`config.mk`:
```
export PLATFORM = sky130hd
export DESIGN_NAME = comp_sweep_ctrl_flat
export DESIGN_NICKNAME = d
export VERILOG_FILES = /design/src/rtl/comp_sweep_pkg.sv /design/src/rtl/comp_sweep_ctrl_if.sv /design/src/rtl/comp_sweep_ctrl_comp_const.sv /design/src/rtl/comp_sweep_ctrl.sv /design/src/flat_wrapper.sv
export SDC_FILE = /design/constraint.sdc
export NUM_CORES = 1
export LEC_CHECK = 0
export BUFFER_PORTS_ARGS = -buffer_cell sky130_fd_sc_hd__buf_2
export CAP_MARGIN = 20
export CORE_MARGIN = 5
export CORE_UTILIZATION = 40
export CTS_CLUSTER_DIAMETER = 30
export DETAILED_ROUTE_END_ITERATION = 10
export PLACE_DENSITY = 0.6
export SYNTH_ARGS = -nofsm -noshare
export SYNTH_HDL_FRONTEND = slang
export SYNTH_SLANG_ARGS = --single-unit
```
`constraint.sdc`:
```
create_clock -name clk -period 2.15 [get_ports clk]
set_clock_uncertainty 0.2 [all_clocks]
set_input_delay 0.3225 -clock clk [delete_from_list [all_inputs] [get_ports clk]]
set_output_delay 0.3225 -clock clk [all_outputs]
set_load 0.01 [all_outputs]
```
`src/rtl/comp_sweep_pkg.sv`:
```
// Shared types and defaults for the comparator sweep sequencer.
// Build option COMP_SWEEP_ABORT_EN adds an abort input to the control shell.
package comp_sweep_pkg;

    localparam int unsigned DEF_WIDTH = 4;
    localparam logic [DEF_WIDTH-1:0] DEF_MATCH = 4'b0101;

    typedef enum logic [1:0] {
        IDLE  = 2'd0,
        SWEEP = 2'd1,
        DONE  = 2'd2
    } sweep_state_e;

    // Match counter needs one extra bit to hold the full 2^WIDTH code count.
    function automatic int unsigned cnt_width(input int unsigned width);
        return width + 1;
    endfunction

endpackage

```
`src/rtl/comp_sweep_ctrl_if.sv`:
```
// Control/result bundle between a sweep requester (master) and comp_sweep_ctrl (slave).
// Build option COMP_SWEEP_ABORT_EN adds the abort request line.
interface comp_sweep_ctrl_if
    import comp_sweep_pkg::*;
#(
    parameter int unsigned WIDTH = DEF_WIDTH
);

    logic                 start;
`ifdef COMP_SWEEP_ABORT_EN
    logic                 abort;
`endif
    logic                 busy;
    logic                 done;
    logic [WIDTH-1:0]     a_out;
    logic                 e_out;
    logic                 found;
    logic [WIDTH-1:0]     first_idx;
    logic [WIDTH:0]       match_cnt;

`ifdef COMP_SWEEP_ABORT_EN
    modport master (
        output start, abort,
        input  busy, done, a_out, e_out, found, first_idx, match_cnt
    );
    modport slave (
        input  start, abort,
        output busy, done, a_out, e_out, found, first_idx, match_cnt
    );
`else
    modport master (
        output start,
        input  busy, done, a_out, e_out, found, first_idx, match_cnt
    );
    modport slave (
        input  start,
        output busy, done, a_out, e_out, found, first_idx, match_cnt
    );
`endif

endinterface

```
`src/rtl/comp_sweep_ctrl_comp_const.sv`:
```
// Constant-match comparator: e is high when operand a equals MATCH_VALUE.
module comp_const
    import comp_sweep_pkg::*;
#(
    parameter int unsigned          WIDTH       = DEF_WIDTH,
    parameter logic [WIDTH-1:0]     MATCH_VALUE = WIDTH'(DEF_MATCH)
) (
    input  logic [WIDTH-1:0] a,
    output logic             e
);

    assign e = (a == MATCH_VALUE);

endmodule

```
`src/rtl/comp_sweep_ctrl.sv`:
```
// Sweeps an operand through every code against comp_const and records found/first/count.
// Build option COMP_SWEEP_ABORT_EN adds bus.abort to cancel a sweep without a done pulse.
module comp_sweep_ctrl
    import comp_sweep_pkg::*;
#(
    parameter int unsigned          WIDTH       = DEF_WIDTH,
    parameter logic [WIDTH-1:0]     MATCH_VALUE = WIDTH'(DEF_MATCH)
) (
    input  logic              clk,
    input  logic              rst_n,
    comp_sweep_ctrl_if.slave  bus
);

    localparam int unsigned      CW     = cnt_width(WIDTH);
    localparam logic [WIDTH-1:0] A_LAST = {WIDTH{1'b1}};

    sweep_state_e     state;
    logic             busy_q;
    logic             done_q;
    logic             found_q;
    logic [WIDTH-1:0] a_q;
    logic [WIDTH-1:0] first_q;
    logic [CW-1:0]    cnt_q;
    logic             e_c;
    logic             abort_c;

    comp_const #(
        .WIDTH       (WIDTH),
        .MATCH_VALUE (MATCH_VALUE)
    ) u_comp (
        .a (a_q),
        .e (e_c)
    );

`ifdef COMP_SWEEP_ABORT_EN
    assign abort_c = bus.abort;
`else
    assign abort_c = 1'b0;
`endif

    // Sequencer: abort outranks the final-code completion, results survive until next start.
    always_ff @(posedge clk) begin
        if (!rst_n) begin
            state   <= IDLE;
            busy_q  <= 1'b0;
            done_q  <= 1'b0;
            found_q <= 1'b0;
            a_q     <= '0;
            first_q <= '0;
            cnt_q   <= '0;
        end else begin
            done_q <= 1'b0;
            case (state)
                IDLE: begin
                    if (bus.start) begin
                        state   <= SWEEP;
                        busy_q  <= 1'b1;
                        a_q     <= '0;
                        found_q <= 1'b0;
                        first_q <= '0;
                        cnt_q   <= '0;
                    end
                end
                SWEEP: begin
                    if (abort_c) begin
                        state  <= IDLE;
                        busy_q <= 1'b0;
                    end else begin
                        if (e_c) begin
                            cnt_q <= cnt_q + CW'(1);
                            if (!found_q) begin
                                found_q <= 1'b1;
                                first_q <= a_q;
                            end
                        end
                        if (a_q == A_LAST) begin
                            state  <= DONE;
                            busy_q <= 1'b0;
                            done_q <= 1'b1;
                        end else begin
                            a_q <= a_q + WIDTH'(1);
                        end
                    end
                end
                DONE: begin
                    state <= IDLE;
                end
                default: begin
                    state  <= IDLE;
                    busy_q <= 1'b0;
                end
            endcase
        end
    end

    assign bus.busy      = busy_q;
    assign bus.done      = done_q;
    assign bus.a_out     = a_q;
    assign bus.e_out     = e_c;
    assign bus.found     = found_q;
    assign bus.first_idx = first_q;
    assign bus.match_cnt = cnt_q;

endmodule

```
`src/flat_wrapper.sv`:
```
// flat-port wrapper written by rule: the top's interface ports become plain ports
module comp_sweep_ctrl_flat import comp_sweep_pkg::*;
#(
    parameter int unsigned          WIDTH       = DEF_WIDTH,
    parameter logic [WIDTH-1:0]     MATCH_VALUE = WIDTH'(DEF_MATCH)
)
  (clk, rst_n, bus_start, bus_busy, bus_done, bus_a_out, bus_e_out, bus_found, bus_first_idx, bus_match_cnt);
  comp_sweep_ctrl_if #(.WIDTH(WIDTH)) bus_i ();
  input  logic clk;
  input  logic rst_n;
  input wire logic [$bits(bus_i.start)-1:0] bus_start;
  output wire logic [$bits(bus_i.busy)-1:0] bus_busy;
  output wire logic [$bits(bus_i.done)-1:0] bus_done;
  output wire logic [$bits(bus_i.a_out)-1:0] bus_a_out;
  output wire logic [$bits(bus_i.e_out)-1:0] bus_e_out;
  output wire logic [$bits(bus_i.found)-1:0] bus_found;
  output wire logic [$bits(bus_i.first_idx)-1:0] bus_first_idx;
  output wire logic [$bits(bus_i.match_cnt)-1:0] bus_match_cnt;
  assign bus_i.start = bus_start;
  assign bus_busy = bus_i.busy;
  assign bus_done = bus_i.done;
  assign bus_a_out = bus_i.a_out;
  assign bus_e_out = bus_i.e_out;
  assign bus_found = bus_i.found;
  assign bus_first_idx = bus_i.first_idx;
  assign bus_match_cnt = bus_i.match_cnt;
  comp_sweep_ctrl #(.WIDTH(WIDTH), .MATCH_VALUE(MATCH_VALUE)) u_core (.clk(clk), .rst_n(rst_n), .bus(bus_i));
endmodule
```
==> out/summary.txt <==
Worst Path Required -> 1.63 ns
Post-synthesis cell area -> 835 sq um
Seq/Total Area, Yosys -> 43.2%
Top cell type by total area after synthesis -> dfxtp_1
Total GRT Usage -> 12.1%
PD cells -> 567 nW/um^2
Final wirelength -> 1790 um
Initial core utilization -> 42.1%
Cell count after synthesis -> 93
Rows -> 16
Post-detail-place hpwl -> 1270 um
Pre-antenna DRT Iters -> 4
Largest delay contributor family on the critical path -> flip-flops
Max Cap Viol -> 0
Synth Net Count -> 99
Max_slew headroom -> 64.6%
P_sw -> 130 uW
Yosys cell types -> 32
Hold depth -> 3
RSZ-0062 raised after global routing -> no
Via Count -> 735
DRC Markers -> 0
Status -> finished, final reports clean
Initial antenna violation count -> 0
I/O pin cnt -> 20
Fill cell count -> 202
Area of the multi-input gates -> 434 sq um
CP Depth -> 4
R2R depth -> 4
Worst-path cell chain -> ha_1, nand3b_2, inv_2, buf_2
Register area -> 360 sq um
FF-to-FF setup slack -> 0.35 ns
Sw Share -> 23.7%
Syn avg cell area -> 8.97 sq um
Comb power frac -> 8.2%
Max Slew Vio Count -> 0
CTS sink count -> 18
Core box area -> 1980 sq um
Syn-to-layout area delta -> 16.0%
Yosys warning total -> 0
Clock-pin transition on the worst setup and hold timing paths -> 0.10 ns
Worst path arrival time -> 1.44 ns
Clock power frac -> 29.2%
Post-layout util -> 48.9%
# nets final -> 118
CTS Root Buffer Type -> clkbuf_4
Vias in the first global route -> 677
Max incr delay on CP -> 0.45 ns
Global route overflow -> 0
Die Span Y -> 55.7 um
Worst Setup Start Kind -> flop
Fmax -> 0.509 GHz
H-tree depth -> 1
WHS -> 0.120 ns
Skew-Pair Late Insertion Delay -> 0.28 ns
# setup viols final -> 0
Crit path capture type -> primary output
Top-area cell type share of the netlist area -> 43.2%
Share of layout cells above drive strength 1 -> 24.5%
WS Path Type -> flop to primary output
VDD IR max -> 0.336 mV
Reg power frac -> 62.6%
CP max FO -> 10
Worst hold path type -> input port to flop
Internal -> 419 uW
Die W -> 55.7 um
Remaining antenna violation count -> 0
Wire per inst -> 13.0 um
Hold Vio Cnt, Final -> 0
Number of synthesized register bits -> 18
Die Area -> 3100 sq um
Worst Max-Slew Pin Slew -> 0.530 ns
Number of buffers created by CTS -> 3
Synth area leaders -> dfxtp_1 43%, nand3_1 4.8%, ha_1 4.5%
Via density -> 5.36
Post-layout min period -> 1.96 ns
Gpl congestion -> 0.730
Clock Tree Buf Depth -> 2
Final Cycle Share -> 91.3%
Setup Buffers After CTS -> 0
First-pass GRT wire length -> 3140 um
Setup TNS -> 0 ns
Lkg Pwr -> 0.000393 uW
Starting DRT DRC Count -> 8
CTS tree -> built
# diodes -> 0
Crit-path slowest cell -> dfxtp_1
Critical path buffer and inverter count -> 2
Port bufs -> 19
Pin count of the biggest net entering global routing -> 16
==> metrics by stage <==
step                      std cells  total power [uW]  setup WS [ns]  area (sq um)
after detailed placement        134               397          0.371           946
after global placement          134               396          0.422           946
final                           137               549          0.186           968
after floorplan                  93               383          0.365           835
after global routing            137               576         0.0696           968
after CTS                       137               551          0.116           968
==> cells in the final DEF, fill, tap and decap left out, types with 2 or more instances in the layout <==
master,n
nor3_1,3
nand4b_1,2
nor2b_1,2
a21oi_1,7
nand2_1,5
ha_1,3
o21bai_1,2
or4_1,4
mux2i_1,2
o21ai_0,3
nand3_1,8
and4_1,2
nand4_1,2
dfxtp_1,18
clkbuf_4,3
o211ai_1,4
buf_2,19
inv_1,3
a31oi_1,4
==> path summary, 6_finish.rpt <==
path                                 from                 endpoint
hold reg to reg   u_core.bus.first_idx[2]  u_core.bus.first_idx[2]
hold / removal                      rst_n  u_core.bus.first_idx[2]
setup reg to reg      u_core.bus.a_out[0]  u_core.bus.match_cnt[3]
setup / recovery      u_core.bus.a_out[0]                bus_e_out
==> cells in the mapped netlist <==
master	n
a211oi_1	1
a21oi_1	7
a31oi_1	4
and4_1	2
buf_1	1
buf_2	2
clkbuf_1	3
dfxtp_1	18
ha_1	3
inv_1	4
mux2i_1	2
nand2_1	5
nand2b_1	1
nand3_1	8
nand3b_1	1
nand3b_2	1
nand4_1	2
nand4b_1	2
nor2_1	1
nor2b_1	2
nor3_1	3
o2111ai_1	1
o211ai_1	4
o21a_1	1
o21ai_0	3
o21bai_1	2
o31a_2	1
o31ai_1	1
or3_1	1
or3_2	1
or3b_1	1
or4_1	4
==> kinds of logic (layout without fill, tap and decap cells) <==
group | count (synthesis) | after routing | synth area share [%]
simple gates | 35 | 35 | 25.8
compound gates | 25 | 25 | 19.3
flops | 18 | 18 | 43.2
buf+inv | 10 | 27 | 4.80
fa+ha+maj | 3 | 3 | 4.50
mux | 2 | 2 | 2.40
==> worst min-delay path, cell delays in order <==
cell and delay, ns:
buf_2 0.15, nand2_1 0.07, a21oi_1 0.03
==> cell type report <==
type / instances / area share, %
Multi-Input combinational cell: 65 / 44.8
Sequential cell: 18 / 37.2
Timing Repair Buffer: 20 / 10.6
Tap cell: 27 / 3.49
Clock buffer: 3 / 2.33
Inverter: 4 / 1.55
==> power groups by stage <==
stage          sequential, uW  combinational [uW]  clock [uW]
2_1_floorplan             352                31.1           0
3_3_place_gp              351                45.1           0
3_5_place_dp              351                45.4           0
4_1_cts                   344                45.4         162
5_1_grt                   345                50.0         181
6_report                  344                44.8         160
==> timing repair <==
item | CTS | global route
resized for setup | 0 | 1
hold buffers | 0 | 0
setup endpoints to repair | 0 | 1
==> registers in the layout (all words and copies together) (netlist names) <==
signal and flops:
u_core.bus.a_out 4, u_core.bus.found 1, u_core.bus.done 1, u_core.bus.first_idx 4, u_core.state 2, u_core.bus.busy 1, u_core.bus.match_cnt 5
==> per-layer routing <==
layer	routed length, um	GRT usage (%)	part of all wire, %	vias to the layer above
met5	0	0	0	-
met3	72	2.78	4.0	2
li1	-	-	-	386
met1	931	16.0	52	337
met4	10	4.17	0.56	0
met2	771	19.1	43	10
No activity file was read; power rests on OpenSTA's default activity.
